==> src/rtl/uart_tx_if.sv <==
// Byte-stream handshake and line outputs between the IO decode and the UART transmitter.
// The master drives bytes in; the slave (the transmitter) reports readiness, activity and the line.
interface uart_tx_if;
  logic [7:0] tx_data;
  logic       tx_valid;
  logic       tx_ready;
  logic       busy;
  logic       txd;

  modport master (
    output tx_data,
    output tx_valid,
    input  tx_ready,
    input  busy,
    input  txd
  );

  modport slave (
    input  tx_data,
    input  tx_valid,
    output tx_ready,
    output busy,
    output txd
  );
endinterface

==> src/rtl/uart_tx.sv <==
// 8N1 UART transmitter with a one-byte holding register ahead of the shifter,
// so a queued byte starts its frame right after the previous stop bit.
module uart_tx #(
  parameter int CLK_FREQ_HZ = 25000000,
  parameter int BAUD_RATE   = 115200
) (
  input  logic       clk,
  input  logic       resetn,
  uart_tx_if.slave   bus
);

  localparam int CLKS_PER_BIT = CLK_FREQ_HZ / BAUD_RATE;
  localparam int CW = (CLKS_PER_BIT > 1) ? $clog2(CLKS_PER_BIT) : 1;
  localparam logic [CW-1:0] LAST_TICK = CW'(CLKS_PER_BIT - 1);

  generate
    if (CLKS_PER_BIT < 2) begin : g_bad_rate
      $error("uart_tx: CLK_FREQ_HZ/BAUD_RATE must be at least 2");
    end
  endgenerate

  typedef enum logic [1:0] {
    IDLE,
    START,
    DATA,
    STOP
  } state_e;

  state_e        state_q;
  logic [CW-1:0] baud_q;
  logic [CW-1:0] baud_d;
  logic [2:0]    bit_q;
  logic [7:0]    shift_q;
  logic [7:0]    hold_q;
  logic          hold_full_q;
  logic          txd_q;
  logic          bit_end;
  logic          accept;

  assign bit_end = (baud_q == LAST_TICK);
  assign baud_d  = bit_end ? '0 : baud_q + CW'(1);
  assign accept  = bus.tx_valid && !hold_full_q;

  // Accept and transfer never coincide: accept needs an empty holder, transfer a full one.
  always_ff @(posedge clk or negedge resetn) begin
    if (!resetn) begin
      state_q     <= IDLE;
      baud_q      <= '0;
      bit_q       <= '0;
      shift_q     <= '0;
      hold_q      <= '0;
      hold_full_q <= 1'b0;
      txd_q       <= 1'b1;
    end else begin
      if (accept) begin
        hold_q      <= bus.tx_data;
        hold_full_q <= 1'b1;
      end

      case (state_q)
        IDLE: begin
          baud_q <= '0;
          txd_q  <= 1'b1;
          if (hold_full_q) begin
            shift_q     <= hold_q;
            hold_full_q <= 1'b0;
            txd_q       <= 1'b0;
            state_q     <= START;
          end
        end

        START: begin
          baud_q <= baud_d;
          if (bit_end) begin
            txd_q   <= shift_q[0];
            bit_q   <= '0;
            state_q <= DATA;
          end
        end

        DATA: begin
          baud_q <= baud_d;
          if (bit_end) begin
            shift_q <= {1'b0, shift_q[7:1]};
            bit_q   <= bit_q + 3'd1;
            if (bit_q == 3'd7) begin
              txd_q   <= 1'b1;
              state_q <= STOP;
            end else begin
              txd_q <= shift_q[1];
            end
          end
        end

        STOP: begin
          baud_q <= baud_d;
          if (bit_end) begin
            if (hold_full_q) begin
              shift_q     <= hold_q;
              hold_full_q <= 1'b0;
              txd_q       <= 1'b0;
              state_q     <= START;
            end else begin
              state_q <= IDLE;
            end
          end
        end

        default: state_q <= IDLE;
      endcase
    end
  end

  assign bus.tx_ready = !hold_full_q;
  assign bus.busy     = (state_q != IDLE) || hold_full_q;
  assign bus.txd      = txd_q;

endmodule

==> src/flat_wrapper.sv <==
// flat-port wrapper written by rule: the top's interface ports become plain ports
module uart_tx_flat 
#(
  parameter int CLK_FREQ_HZ = 25000000,
  parameter int BAUD_RATE   = 115200
)
  (clk, resetn, bus_tx_data, bus_tx_valid, bus_tx_ready, bus_busy, bus_txd);
  uart_tx_if bus_i ();
  input  logic clk;
  input  logic resetn;
  input wire logic [$bits(bus_i.tx_data)-1:0] bus_tx_data;
  input wire logic [$bits(bus_i.tx_valid)-1:0] bus_tx_valid;
  output wire logic [$bits(bus_i.tx_ready)-1:0] bus_tx_ready;
  output wire logic [$bits(bus_i.busy)-1:0] bus_busy;
  output wire logic [$bits(bus_i.txd)-1:0] bus_txd;
  assign bus_i.tx_data = bus_tx_data;
  assign bus_i.tx_valid = bus_tx_valid;
  assign bus_tx_ready = bus_i.tx_ready;
  assign bus_busy = bus_i.busy;
  assign bus_txd = bus_i.txd;
  uart_tx #(.CLK_FREQ_HZ(CLK_FREQ_HZ), .BAUD_RATE(BAUD_RATE)) u_core (.clk(clk), .resetn(resetn), .bus(bus_i));
endmodule
==> config.mk <==
export PLATFORM = sky130hd
export DESIGN_NAME = uart_tx_flat
export DESIGN_NICKNAME = d
export VERILOG_FILES = /design/src/rtl/uart_tx_if.sv /design/src/rtl/uart_tx.sv /design/src/flat_wrapper.sv
export SDC_FILE = /design/constraint.sdc
export NUM_CORES = 1
export LEC_CHECK = 0
export ABC_CLOCK_PERIOD_IN_PS = 2400
export BUFFER_PORTS_ARGS = -buffer_cell sky130_fd_sc_hd__buf_2
export CAP_MARGIN = 20
export CORE_MARGIN = 8
export CORE_UTILIZATION = 39
export DETAILED_ROUTE_END_ITERATION = 7
export MAX_ROUTING_LAYER = met4
export PLACE_DENSITY_LB_ADDON = 0.08
export SLEW_MARGIN = 20
export SYNTH_ARGS = -nofsm -noshare
export SYNTH_HDL_FRONTEND = slang
export SYNTH_SLANG_ARGS = --single-unit
==> constraint.sdc <==
create_clock -name clk -period 2.4 [get_ports clk]
set_input_delay 0.12 -clock clk [delete_from_list [all_inputs] [get_ports clk]]
set_output_delay 0.12 -clock clk [all_outputs]
set_load 0.05 [all_outputs]
==> results.py <==
metrics = {
    "status": {
        "status": "complete, no violations",
    },
    "critical_path": {
        "cp.required_ns": 2.56,
        "r2r_start": "u_core.baud_q[0]",
        "crit_path_end_kind": "register",
        "cp.arrival_ns": 2.34,
        "endpoint": "u_core.shift_q[5]",
        "cp-startpoint": "u_core.baud_q[0]",
        "regToRegSetupSlack_ns": 0.22,
        "crit_path_start_kind": "register",
        "reg2reg_depth": 6,
        "crit_path_max_fanout": 8,
        "reg2reg_to": "u_core.shift_q[5]",
        "criticalPathCategory": "reg2reg",
    },
    "timing": {
        "fin_setup_tns_ns": 0,
        "fin_crit_ns": 2.18,
        "finalMaxSlewViolations": 0,
        "worst_pin_slew_ns": 0.696,
        "finalHoldViolCount": 0,
        "skew_ns": 0.00406,
        "maxClockFrequency_ghz": 0.459,
        "relSlewSlack_pct": 53.6,
        "setup_ws_ns": 0.220,
        "rsz0062_at_grt": "no",
        "timing.final.crit_share_pct": 90.8,
        "setup_viol": 0,
    },
    "synth": {
        "ys_warn_count": 0,
        "synthCells": 130,
        "netlist_top_cells_area": "dfrtp_1 (48%), mux2_2 (17%), ha_1 (6.4%)",
        "yosysSeqAreaShare_pct": 50.0,
        "yosys.area.top_type": "dfrtp_1",
        "yosysUniqueCellTypes": 31,
        "postSynthAreaPerCell_um2": 12.0,
        "synth_nets": 149,
        "syn-cell-area_um2": 1560,
        "ys_seq_elements": 31,
        "synth_top_cell_area_share_pct": 48.3,
    },
    "power_and_ir_drop": {
        "pwr_density_cell_nw_per_um2": 1350,
        "power.static_leakage_nw": 0.845,
        "ir_drop_mv": 0.580,
    },
    "global_route": {
        "antenna_found_initial": 0,
        "grt_pass1_wl_mm": 4.88,
        "top_usage_layer": "met2",
        "globalRouteMet2Util_pct": 15.1,
        "grt_overflow": 0,
        "grt_pass1_vias": 1064,
        "grt_util_all_layers_pct": 10.1,
        "globalRouteMet1Util_pct": 12.0,
        "met3_usage_pct": 3.27,
        "grt_max_degree": 32,
    },
    "clock_network": {
        "tritoncts": "yes",
        "cts-root-buf": "clkbuf_8",
        "clk_latency_ns": 0.27,
        "cts-htree-levels": 2,
        "cts_inserted_buffers": 5,
        "cts_buffer_depth": 2,
        "cts_sinks": 31,
        "clk_pin_slew_ns": 0.06,
        "postCtsSetupBuffers": 0,
    },
    "place": {
        "place_congestion": 0.806,
        "hpwlAfterDp_mm": 2.08,
        "dp_cells": 192,
        "post-place-ws_ns": 0.210,
        "port_buffers": 13,
    },
    "layout": {
        "final_cells": 201,
        "syn_to_final_growth_pct": 15.1,
        "diodes": 0,
        "drive_gt1_share_pct": 34.4,
        "final_nets": 169,
        "num-fill-cells": 384,
    },
    "min_path": {
        "holdCritStartpoint": "bus_tx_data[3]",
        "min_path_type": "in2reg",
    },
    "route": {
        "routed_via_density": 5.13,
        "drtPass1Iterations": 4,
        "ant_nets": 0,
        "drt-initial-drc-count": 39,
        "drt_wl_total_mm": 2.87,
        "post_drt_wl_per_cell_um": 14.3,
        "vias": 1031,
        "drc": 0,
    },
    "floorplanning": {
        "start_util_pct": 39.7,
        "core_um2": 3910,
        "fp.dieH_um": 79.2,
        "dieWidth_um": 79.2,
        "placementRows": 23,
        "fp.dieArea_um2": 6260,
        "ios": 14,
    },
    "run": {
        "maxCapViolCount": 0,
    },
}
==> cell families (layout without fill, tap and decap cells) <==
group / count (synthesis) / after routing / share of synthesized area, %
buffers and inverters: 12 / 33 / 2.98
adder cells (fa/ha/maj): 8 / 8 / 6.44
multiplexers: 25 / 25 / 18.0
AND/OR/NAND/NOR: 32 / 32 / 10.7
AO/OA/AOI/OAI: 16 / 16 / 8.53
flip-flops: 31 / 31 / 50.0
XOR/XNOR: 6 / 6 / 3.38
==> flip-flops by register name, indices dropped and copies added, names as in the netlist <==
register and count:
u_core.bit_q 3, u_core.baud_q 8, u_core.hold_full_q 1, u_core.state_q 2
u_core.bus.txd 1, u_core.shift_q 8, u_core.hold_q 8
==> per-layer routing <==
layer,routed length [µm],up-vias
met4,22,0
met5,0,-
met2,1370,19
met3,144,2
met1,1330,513
li1,-,497
==> report_power, final <==
part,leakage (nW),switching (W),internal (W)
combinational,0.413,0.000573,0.000545
sequential,0.384,0.000144,0.000741
clock,0.0482,0.000182,0.000231
total,0.845,0.000899,0.00152
==> Yosys cell counts <==
| library cell | count |
|---|---|
| buf_2 | 1 |
| a31oi_1 | 1 |
| or2_2 | 1 |
| nand2_1 | 1 |
| clkbuf_1 | 3 |
| o32ai_1 | 1 |
| nor2_1 | 9 |
| a211o_1 | 1 |
| nand2b_1 | 3 |
| o21ai_0 | 4 |
| dfrtp_1 | 30 |
| dfstp_2 | 1 |
| nor2b_1 | 3 |
| a21oi_1 | 1 |
| a21o_1 | 2 |
| nor3_1 | 2 |
| a21bo_2 | 2 |
| inv_1 | 8 |
| xnor2_1 | 1 |
| mux2_2 | 24 |
| nand4_1 | 3 |
| ha_1 | 8 |
| or3_1 | 2 |
| a221oi_4 | 1 |
| nand3_1 | 5 |
| xor2_1 | 5 |
| a22oi_1 | 1 |
| a211oi_1 | 2 |
| mux2i_1 | 1 |
| and3_1 | 2 |
| nor4_1 | 1 |
==> worst min path at each step <==
| stage | endpoint | slack [ns] | cells after the start |
|---|---|---|---|
| finish | u_core.hold_q[3] | 0.07 | 2 |
| CTS | u_core.hold_q[0] | 0.06 | 2 |
| detailed placement | u_core.state_q[0] | 0.21 | 1 |
| floorplan | u_core.baud_q[0] | -0.18 | 0 |
| global route | u_core.hold_q[3] | 0.06 | 2 |
| global placement | u_core.state_q[0] | 0.20 | 1 |
==> layout by cell type, fill, tap and decap left out, types with 2 or more instances in the layout <==
master	instances
buf_2	13
xor2_1	5
mux2_2	24
buf_4	3
or3_1	2
ha_1	8
nand2b_1	3
a21bo_2	2
nor2b_1	3
and3_1	2
a211oi_1	2
dfrtp_1	30
nor2_1	9
nor3_1	2
nand3_1	5
inv_1	8
o21ai_0	4
a21o_1	2
clkbuf_8	6
nand4_1	3
==> layout make-up <==
cell class / count / area (µm²) / area share, %
clock inverters: 1 / 5.00 / 0.280
clock buffers: 7 / 86.3 / 4.82
inverters: 8 / 30.0 / 1.68
multi-input cells: 87 / 732 / 40.9
flip-flops and latches: 31 / 777 / 43.4
well taps: 50 / 62.6 / 3.49
repair buffers: 17 / 97.6 / 5.45
==> worst max-delay path, stage by stage, from the launching register on <==
cell      delay [ns]
dfrtp_1         0.43
inv_1           0.08
ha_1            0.14
nand4_1         0.12
or3_1           0.42
a221oi_4        0.47
mux2_2          0.39
==> timing repair <==
item                      CTS  global route
hold endpoints to repair   30             0
resized for setup           0             0
hold buffers                1             0
==> metrics by stage <==
step | total power [W] | cell area, µm² | util [%] | hold slack [ns]
5_1_grt | 0.00260 | 1790 | 45.7 | 0.0635
3_3_place_gp | 0.00198 | 1690 | 43.2 | 0.205
4_1_cts | 0.00245 | 1790 | 45.7 | 0.0602
3_5_place_dp | 0.00202 | 1690 | 43.2 | 0.213
2_1_floorplan | 0.00177 | 1560 | - | -0.176
6_report | 0.00242 | 1790 | 45.7 | 0.0743
No activity file was read; power rests on OpenSTA's default activity.
